--- src/rtl/moving_average_ctrl_pkg.sv ---
// Shared definitions for the moving-average sequencer: FSM state codes, engine mode codes
// and the number of warm-up results each mode produces before its window is full.
package moving_average_ctrl_pkg;

  localparam int DATA_W = 16;
  localparam int WARM_W = 5;

  localparam logic [1:0] ST_RST_ENG = 2'd0;
  localparam logic [1:0] ST_WARMUP  = 2'd1;
  localparam logic [1:0] ST_RUN     = 2'd2;

  localparam logic [2:0] MODE_BYPASS = 3'b000;
  localparam logic [2:0] MODE_2PT    = 3'b001;
  localparam logic [2:0] MODE_3PT    = 3'b010;
  localparam logic [2:0] MODE_4PT    = 3'b011;
  localparam logic [2:0] MODE_8PT    = 3'b100;
  localparam logic [2:0] MODE_16PT   = 3'b101;

  // Undefined codes behave as bypass in the engine, so they need no warm-up.
  function automatic logic [WARM_W-1:0] warm_count(input logic [2:0] mode);
    case (mode)
      MODE_2PT:  return WARM_W'(2);
      MODE_3PT:  return WARM_W'(3);
      MODE_4PT:  return WARM_W'(4);
      MODE_8PT:  return WARM_W'(8);
      MODE_16PT: return WARM_W'(16);
      default:   return WARM_W'(0);
    endcase
  endfunction

endpackage

--- src/rtl/mavg_result_fifo.sv ---
// Small synchronous first-word-fall-through FIFO holding averaged results.
// The head reads as zero while empty so the output bus is clean after reset.
module mavg_result_fifo #(
  parameter int DEPTH = 4,
  parameter int WIDTH = 16,
  localparam int AW = $clog2(DEPTH),
  localparam int CW = AW + 1
) (
  input  logic             clk,
  input  logic             rst,
  input  logic             push,
  input  logic [WIDTH-1:0] push_data,
  input  logic             pop,
  output logic [WIDTH-1:0] head,
  output logic             empty,
  output logic [CW-1:0]    count
);

  logic [WIDTH-1:0] mem [DEPTH];
  logic [AW-1:0]    wr_ptr_reg;
  logic [AW-1:0]    rd_ptr_reg;
  logic [CW-1:0]    count_reg;
  logic             full;
  logic             do_push;
  logic             do_pop;

  assign empty   = (count_reg == '0);
  assign full    = (count_reg == CW'(DEPTH));
  assign do_pop  = pop & ~empty;
  assign do_push = push & (~full | do_pop);
  assign count   = count_reg;
  assign head    = empty ? '0 : mem[rd_ptr_reg];

  always_ff @(posedge clk) begin
    if (do_push) begin
      mem[wr_ptr_reg] <= push_data;
    end
  end

  always_ff @(posedge clk or posedge rst) begin
    if (rst) begin
      wr_ptr_reg <= '0;
      rd_ptr_reg <= '0;
      count_reg  <= '0;
    end else begin
      if (do_push) wr_ptr_reg <= wr_ptr_reg + 1'b1;
      if (do_pop)  rd_ptr_reg <= rd_ptr_reg + 1'b1;
      case ({do_push, do_pop})
        2'b10:   count_reg <= count_reg + 1'b1;
        2'b01:   count_reg <= count_reg - 1'b1;
        default: count_reg <= count_reg;
      endcase
    end
  end

endmodule

--- src/rtl/moving_average_ctrl.sv ---
// Sequencer in front of a moving-average engine: resets it on reconfiguration, strobes samples
// in, drops warm-up results and queues the rest behind a credit-limited output FIFO.
module moving_average_ctrl
  import moving_average_ctrl_pkg::*;
#(
  parameter int FIFO_DEPTH = 4,
  parameter int RST_CYCLES = 2,
  parameter int MIN_GAP    = 0
) (
  input  logic        clk,
  input  logic        rst,
  input  logic        cfg_valid,
  output logic        cfg_ready,
  input  logic [2:0]  cfg_mode,
  input  logic        cfg_refresh_mode,
  input  logic        s_valid,
  output logic        s_ready,
  input  logic [15:0] s_data,
  output logic        m_valid,
  input  logic        m_ready,
  output logic [15:0] m_data,
  output logic        eng_rst_n,
  output logic        eng_enable,
  output logic        eng_data_refresh,
  output logic [15:0] eng_din,
  output logic [2:0]  eng_mode,
  output logic        eng_output_refresh_mode,
  input  logic [15:0] eng_dout,
  input  logic        eng_output_pulse,
  output logic [7:0]  discard_cnt
);

  localparam int CW  = $clog2(FIFO_DEPTH) + 1;
  localparam int OW  = CW + 1;
  localparam int RCW = $clog2(RST_CYCLES + 1);
  localparam int GW  = 8;

  logic [1:0]        state_reg;
  logic [RCW-1:0]    rst_cnt_reg;
  logic [WARM_W-1:0] warm_cnt_reg;
  logic [GW-1:0]     gap_cnt_reg;
  logic              refresh_reg;
  logic              refresh_tag_reg;
  logic              inflight_reg;
  logic              inflight_tag_reg;
  logic [15:0]       eng_din_reg;
  logic [2:0]        eng_mode_reg;
  logic              eng_orm_reg;
  logic [7:0]        discard_cnt_reg;

  logic              active;
  logic              cfg_accept;
  logic              s_accept;
  logic              pulse_ok;
  logic              fifo_push;
  logic              fifo_pop;
  logic              fifo_empty;
  logic [CW-1:0]     fifo_count;
  logic [OW-1:0]     occupancy;
  logic [WARM_W-1:0] warm_target;
  logic [WARM_W-1:0] warm_cnt_next;

  assign active        = (state_reg == ST_WARMUP) || (state_reg == ST_RUN);
  assign warm_target   = warm_count(eng_mode_reg);
  assign warm_cnt_next = warm_cnt_reg + 1'b1;

  // A strobe still on its way to the engine or a result not yet returned each hold one
  // FIFO credit, so the FIFO can never be asked to take more than it has room for.
  assign occupancy  = {1'b0, fifo_count} + OW'(refresh_reg) + OW'(inflight_reg);
  assign cfg_ready  = active & ~refresh_reg & ~inflight_reg;
  assign s_ready    = active & (gap_cnt_reg == '0) & ~cfg_valid & (occupancy < OW'(FIFO_DEPTH));
  assign cfg_accept = cfg_valid & cfg_ready;
  assign s_accept   = s_valid & s_ready;

  assign pulse_ok  = eng_output_pulse & inflight_reg & (state_reg != ST_RST_ENG);
  assign fifo_push = pulse_ok & ~inflight_tag_reg;
  assign fifo_pop  = m_valid & m_ready;

  assign eng_rst_n               = (state_reg != ST_RST_ENG);
  assign eng_enable              = (state_reg != ST_RST_ENG);
  assign eng_data_refresh        = refresh_reg;
  assign eng_din                 = eng_din_reg;
  assign eng_mode                = eng_mode_reg;
  assign eng_output_refresh_mode = eng_orm_reg;
  assign discard_cnt             = discard_cnt_reg;
  assign m_valid                 = ~fifo_empty;

  always_ff @(posedge clk or posedge rst) begin
    if (rst) begin
      state_reg        <= ST_RST_ENG;
      rst_cnt_reg      <= '0;
      warm_cnt_reg     <= '0;
      gap_cnt_reg      <= '0;
      refresh_reg      <= 1'b0;
      refresh_tag_reg  <= 1'b0;
      inflight_reg     <= 1'b0;
      inflight_tag_reg <= 1'b0;
      eng_din_reg      <= '0;
      eng_mode_reg     <= MODE_BYPASS;
      eng_orm_reg      <= 1'b1;
      discard_cnt_reg  <= '0;
    end else begin
      refresh_reg      <= s_accept;
      refresh_tag_reg  <= s_accept & (state_reg == ST_WARMUP);
      inflight_reg     <= refresh_reg;
      inflight_tag_reg <= refresh_tag_reg;

      if (s_accept) begin
        eng_din_reg <= s_data;
        gap_cnt_reg <= GW'(MIN_GAP);
      end else if (gap_cnt_reg != '0) begin
        gap_cnt_reg <= gap_cnt_reg - 1'b1;
      end

      if (pulse_ok && inflight_tag_reg && discard_cnt_reg != 8'hFF) begin
        discard_cnt_reg <= discard_cnt_reg + 1'b1;
      end

      if (cfg_accept) begin
        state_reg       <= ST_RST_ENG;
        rst_cnt_reg     <= '0;
        warm_cnt_reg    <= '0;
        eng_mode_reg    <= cfg_mode;
        eng_orm_reg     <= cfg_refresh_mode;
        discard_cnt_reg <= '0;
      end else begin
        case (state_reg)
          ST_RST_ENG: begin
            if (rst_cnt_reg == RCW'(RST_CYCLES - 1)) begin
              rst_cnt_reg <= '0;
              state_reg   <= (warm_target == '0) ? ST_RUN : ST_WARMUP;
            end else begin
              rst_cnt_reg <= rst_cnt_reg + 1'b1;
            end
          end
          ST_WARMUP: begin
            if (s_accept) begin
              warm_cnt_reg <= warm_cnt_next;
              if (warm_cnt_next == warm_target) state_reg <= ST_RUN;
            end
          end
          ST_RUN: begin
          end
          default: state_reg <= ST_RST_ENG;
        endcase
      end
    end
  end

  mavg_result_fifo #(
    .DEPTH (FIFO_DEPTH),
    .WIDTH (DATA_W)
  ) u_result_fifo (
    .clk       (clk),
    .rst       (rst),
    .push      (fifo_push),
    .push_data (eng_dout),
    .pop       (fifo_pop),
    .head      (m_data),
    .empty     (fifo_empty),
    .count     (fifo_count)
  );

endmodule

--- config.mk ---
export PLATFORM = sky130hd
export DESIGN_NAME = moving_average_ctrl
export DESIGN_NICKNAME = d
export VERILOG_FILES = /design/src/rtl/moving_average_ctrl_pkg.sv /design/src/rtl/mavg_result_fifo.sv /design/src/rtl/moving_average_ctrl.sv
export SDC_FILE = /design/constraint.sdc
export NUM_CORES = 1
export LEC_CHECK = 0
export BUFFER_PORTS_ARGS = -buffer_cell sky130_fd_sc_hd__buf_4
export CAP_MARGIN = 10
export CORE_ASPECT_RATIO = 1.5
export CORE_MARGIN = 2
export CORE_UTILIZATION = 42
export DETAILED_ROUTE_END_ITERATION = 6
export PLACE_DENSITY = 0.66
export RECOVER_POWER = 25
export SKIP_CTS_REPAIR_TIMING = 1
export SYNTH_ARGS = -nofsm -noshare
export SYNTH_HDL_FRONTEND = slang
export SYNTH_SLANG_ARGS = --single-unit
export TNS_END_PERCENT = 30
--- constraint.sdc ---
create_clock -name clk -period 2.94 [get_ports clk]
set_input_delay 0.588 -clock clk [delete_from_list [all_inputs] [get_ports clk]]
set_output_delay 0.588 -clock clk [all_outputs]
set_load 0.03 [all_outputs]
== Yosys cells after proc, flatten, opt, wreduce, memory -nomap -nowiden ==
Memory sizes are Yosys's and may differ from the RTL's.
Cells that the tools add are included.

* $add $sub $neg: 10
* Multiply operators: 0
* Div/mod/pow operators: 0
* $lt $le $gt $ge: 1
* Eq/ne operators: 17
* Shift-type cells: 0
* Muxes and demuxes: 21
* Bitwise gates (word level): 21
* Reductions and logical operators: 17

{| class="wikitable"
|+ Operators by type and width
! operator !! count
|-
| 2-to-1 mux 8 bit || 4
|-
| case mux 5 bit (5 select lines) || 1
|-
| 2-to-1 mux 16 bit || 1
|-
| 2-to-1 mux 2 bit || 8
|-
| 2-to-1 mux 5 bit || 3
|-
| bitwise AND 1 bit || 14
|-
| nonzero test 2 bit || 7
|-
| equality test 3 bit, second input constant || 3
|-
| adder 8 x 1 -> 8 bit, second input constant || 1
|-
| zero test 8 bit || 1
|-
| != test 8 bit, second input constant || 1
|-
| nonzero test 8 bit || 1
|-
| subtractor 8 x 1 -> 8 bit, second input constant || 1
|-
| adder 2 x 1 -> 2 bit, second input constant || 3
|-
| equality test 2 x 1 -> 1 bit, second input constant || 3
|-
| equality test 3 x 2 -> 1 bit, second input constant || 2
|-
| != test 3 bit, second input constant || 2
|-
| NOT 1 bit || 6
|-
| case mux 2 bit (3 select lines) || 1
|-
| case mux 3 bit (2 select lines) || 1
|-
| adder 5 x 1 -> 5 bit, second input constant || 1
|-
| equality test 5 bit || 1
|-
| zero test 5 bit || 1
|-
| adder 3 x 1 -> 4 bit || 1
|-
| other kinds (16) || 19
|}

* Register bits: 56
* Bits in latches: 0
* Bits in writable memories: 64
* Bits in read-only memories: 0
* Output and inout port bits: 50
* Memories kept: 1

{| class="wikitable"
|+ Memory list
! memory !! words !! width !! rd ports !! clocked after memory_dff !! wr ports !! RTL line !! RTL
|-
| u_result_fifo.mem || 4 || 16 || 1 || 0 || 1 || mavg_result_fifo.sv:19 || <nowiki>logic [WIDTH-1:0] mem [DEPTH];</nowiki>
|}

== Logic depth before layout (Yosys ltp) ==
* Depth after elaboration: 9
* Depth in mapped cells: 10
* Depth with buffers taken out: 10

== By module ==
From an unflattened synthesis, not the netlist that was laid out.

* Cell total of the unflattened synthesis: 409
* Area total of the unflattened synthesis: 5350.1 µm²

{| class="wikitable"
|+ Modules (own cells, without submodules)
! module !! instances !! cells each !! area each (µm²)
|-
| mavg_result_fifo || 1 || 155 || 2934.1
|-
| moving_average_ctrl || 1 || 254 || 2416.1
|}

== Worst setup path after synthesis ==
Ideal clock, no wire load.

* Path type: register to register
* Start: register state_reg[0]
* End: register u_result_fifo.count_reg[2], in the netlist u_result_fifo.count[2]
* Setup time: 0.125 ns
* Data arrival time: 2.199 ns
* Slack: 0.616 ns
* Stages on the path, launching flop included: 11
* Path buffers: 0
* Path through: dfrtp_1 -> inv_1 -> ha_1 -> nor4_1 -> inv_1 -> ha_1 -> inv_1 -> fa_1 -> xor2_1 -> nor2_1 -> xor2_1

* Cells in the longest elaborated chain, start to end: 6
* Elaborated cells on any way between the ends: 8
* Classes of those cells: eq/ne: 2; mux: 1; bitwise: 3; reduce/logical: 2

{| class="wikitable"
|+ Ends and longest elaborated chain
! what !! RTL line !! RTL
|-
| start: declaration || moving_average_ctrl.sv:38 || <nowiki>logic [1:0] state_reg;</nowiki>
|-
| start signal: assignment || moving_average_ctrl.sv:131 || <nowiki>state_reg <= (warm_target == '0) ? ST_RUN : ST_WARMUP;</nowiki>
|-
| nonzero test 2 bit * || moving_average_ctrl.sv:75 || <nowiki>assign pulse_ok = eng_output_pulse & inflight_reg & (state_reg != ST_RST_ENG);</nowiki>
|-
| bitwise AND 1 bit * || moving_average_ctrl.sv:75 ||
|-
| bitwise AND 1 bit * || moving_average_ctrl.sv:76 || <nowiki>assign fifo_push = pulse_ok & ~inflight_tag_reg;</nowiki>
|-
| bitwise AND 1 bit * || mavg_result_fifo.sv:30 || <nowiki>assign do_push = push & (~full | do_pop);</nowiki>
|-
| equality test 2 x 1 -> 1 bit or equality test 2 bit (tied branches) || mavg_result_fifo.sv:48 || <nowiki>case ({do_push, do_pop})</nowiki>
|-
| case mux 3 bit (2 select lines) or nonzero test 2 bit (tied branches) || -- ||
|-
| end signal: assignment || mavg_result_fifo.sv:49 || <nowiki>2'b10: count_reg <= count_reg + 1'b1;</nowiki>
|-
| end signal: assignment || mavg_result_fifo.sv:50 || <nowiki>2'b01: count_reg <= count_reg - 1'b1;</nowiki>
|-
| end signal: assignment || mavg_result_fifo.sv:51 || <nowiki>default: count_reg <= count_reg;</nowiki>
|-
| end: declaration || mavg_result_fifo.sv:22 || <nowiki>logic [CW-1:0] count_reg;</nowiki>
|}

Every way passes the cells marked *; elsewhere a longest branch is shown, timed or not.
A chain may end at the register's enable or synchronous reset.

== Worst setup path in the final report ==
* Start: register u_result_fifo.rd_ptr_reg[0]
* End: output port m_data[1]

* Cells in the longest elaborated chain, start to end: 2

{| class="wikitable"
|+ Ends and longest elaborated chain
! what !! RTL line !! RTL
|-
| start: declaration || mavg_result_fifo.sv:21 || <nowiki>logic [AW-1:0] rd_ptr_reg;</nowiki>
|-
| start signal: assignment || mavg_result_fifo.sv:47 || <nowiki>if (do_pop) rd_ptr_reg <= rd_ptr_reg + 1'b1;</nowiki>
|-
| memory (4 x 16 bit) || -- ||
|-
| 2-to-1 mux 16 bit || mavg_result_fifo.sv:32 || <nowiki>assign head = empty ? '0 : mem[rd_ptr_reg];</nowiki>
|-
| end: declaration || moving_average_ctrl.sv:21 || <nowiki>output logic [15:0] m_data,</nowiki>
|}

No other way between the ends.

==> flow_metrics.py <==
metrics = {
    "critical_path": {
        "end_kind": "output pin",
        "crit_type": "flop to output pin",
        "critPathRequiredTime_ns": 2.35,
        "crit_arrival_ns": 2.02,
        "worst-path-max-fanout": 16,
        "startpoint_type": "flop",
    },
    "timing": {
        "hold_viol": 0,
        "max_slew_margin_pct": 12.8,
        "setup_viol": 0,
        "drv_slew": 0,
        "rsz0062_at_grt": "no",
        "tightestPinTransition_ns": 1.31,
        "skew_ns": 0.00637,
        "period_share_pct": 88.8,
        "fmax_mhz": 383,
        "min_period_ns": 2.61,
        "setup_tns_ns": 0,
    },
    "clock_tree": {
        "cts-root-buf": "clkbuf_16",
        "htree_levels": 4,
        "cts_buffers": 17,
        "clock_latency_ns": 0.41,
        "cts_tree": "yes",
        "clockBufferDepth": 2,
        "cts.sinks": 120,
        "clk_pin_slew_ns": 0.06,
    },
    "synth": {
        "yosys.area_share.simple_pct": 16.1,
        "yosys_warnings": 0,
        "synthTopCellsByCount": "72 x nand2_1, 64 x edfxtp_1, 55 x dfrtp_1",
        "synthMuxAreaShare_pct": 7.65,
        "synthFlopType": "edfxtp_1",
        "yosysTopAreaCell": "edfxtp_1",
        "synthAdderAreaFrac_pct": 3.48,
        "synth_compound_area_share_pct": 2.98,
        "ys_seq_elements": 120,
        "synth_area_leaders": "edfxtp_1 37%, dfrtp_1 26%, mux4_2 6.9%",
        "avgSynthCellArea_um2": 13.5,
        "synth.net_count": 445,
        "netlist_area_um2": 5250,
        "synth_xor_area_share_pct": 3.79,
        "async_flop_share_pct": 46.7,
        "synth_top_area_share_pct": 36.6,
        "yosysMostFrequentCell": "nand2_1",
        "ys_seq_area_share_pct": 63.3,
        "synth-edff-count": 64,
        "synthCells": 389,
        "synth_top_family_by_area": "simple AND/OR/NAND/NOR gates",
        "synthDistinctLibCells": 51,
    },
    "cells_and_area": {
        "antennaDiodeCount": 0,
        "drive_gt1_share_pct": 30.1,
        "fin_nets": 551,
        "flow.area_growth_from_synthesis_pct": 26.9,
        "largest_reg_flops": 64,
        "final_util_pct": 54.1,
        "fin_cells": 664,
    },
    "detailed_routing": {
        "drtAntennaViolNets": 0,
        "vias": 3306,
        "first_iter_violations": 105,
        "wl_mm": 9.97,
        "post_drt_via_cell_ratio": 4.98,
        "drcViolationCount": 0,
        "dr.pass1.iters": 4,
        "routedWlPerCell_um": 15.0,
    },
    "run": {
        "drv_cap": 0,
    },
    "place": {
        "routabilityCongestion": 0.742,
        "port_buffers": 91,
        "dp_hpwl_mm": 7.02,
        "dp_cells": 632,
    },
    "floorplan": {
        "die_area_um2": 13400,
        "rows": 50,
        "die_w_um": 95.3,
        "start_util_pct": 42.6,
        "die_h_um": 141,
        "io_pins": 92,
        "coreArea_um2": 12300,
    },
    "power_and_ir_drop": {
        "p_per_area_nw_per_um2": 997,
        "p_leak_nw": 2.93,
        "ir_drop_mv": 0.577,
    },
    "grt": {
        "grt_pass1_wl_mm": 16.3,
        "track_usage_pct": 16.0,
        "grt_pass1_vias": 3325,
        "grt_antenna_before_repair": 0,
        "grt_max_degree": 33,
        "overflow": 0,
    },
    "worst_hold_path": {
        "hold_path_class": "flop to flop",
    },
    "outcome": {
        "status": "completed",
    },
}
## logic make-up after synthesis
family / after synthesis
simple gates: 163
flops: 120
buf+inv: 28
compound gates: 23
xor+xnor: 21
mux: 20
fa+ha+maj: 14
## final timing paths
path,from,to,slack [ns],cells past startpoint
worst max-delay path,u_result_fifo.rd_ptr_reg[0],m_data[1],0.33,4
worst min-delay path,refresh_tag_reg,inflight_tag_reg,0.35,0
worst max register to register,state_reg[1],u_result_fifo.count[2],0.68,11
worst min register to register,refresh_tag_reg,inflight_tag_reg,0.35,0
max in group asynchronous,rst,eng_output_refresh_mode,1.46,3
min in group asynchronous,rst,eng_din[0],0.55,2
## power breakdown
part           internal [W]  switching, W  total [W]
Clock               0.00133      0.000744    0.00208
Combinational      0.000989       0.00138    0.00236
Sequential          0.00200      0.000206    0.00220
## layout by cell type (no fill, tap or decap), types with 4 or more instances in the layout
cell type | netlist | layout
nand3_1 | 10 | 10
xor2_1 | 13 | 13
buf_4 | 2 | 86
xnor2_1 | 7 | 7
and3_1 | 6 | 6
ha_1 | 13 | 13
dfrtp_1 | 55 | 55
clkbuf_1 | 5 | 16
clkbuf_16 | 0 | 17
nor3_1 | 4 | 4
mux4_2 | 16 | 16
inv_1 | 11 | 11
o21ai_1 | 5 | 5
nor2_1 | 16 | 16
o21ai_0 | 6 | 6
a21oi_1 | 6 | 6
edfxtp_1 | 64 | 64
and2_1 | 23 | 23
nand2b_1 | 4 | 4
nand2_1 | 72 | 72
## critical path, stage by stage, from the launching register on
cell and delay, ns:
dfrtp_1 0.38, buf_4 0.34, mux4_2 0.55, and2_1 0.18
buf_4 0.16
## metal layers
metal  wire (µm)  share of wire, %  track usage [%]
met2        5240                53             27.4
met5           0                 0                0
met4         106               1.1             5.72
met3         628               6.3             5.77
met1        3990                40             18.3
## cell type report
type                       instances  area [µm²]
multi-input combinational        241        1780
clock buffer                      17         425
tap                              156         195
sequential                       120        3320
fill                            1060        5660
clock inverter                    15         176
inverter                          12        45.0
timing repair buffer             103         713
## through the flow
step / total power, W / setup slack [ns] / hold WS (ns) / cell area [µm²]
5_1_grt: 0.00702 / 0.201 / 0.355 / 6660
4_1_cts: 0.00674 / 0.279 / 0.313 / 6720
2_1_floorplan: 0.00386 / 0.616 / 0.331 / 5250
3_5_place_dp: 0.00464 / 0.514 / 0.336 / 6120
6_report: 0.00664 / 0.330 / 0.347 / 6660
3_3_place_gp: 0.00458 / 0.634 / 0.339 / 6120
(Power assumes the default switching activity.)
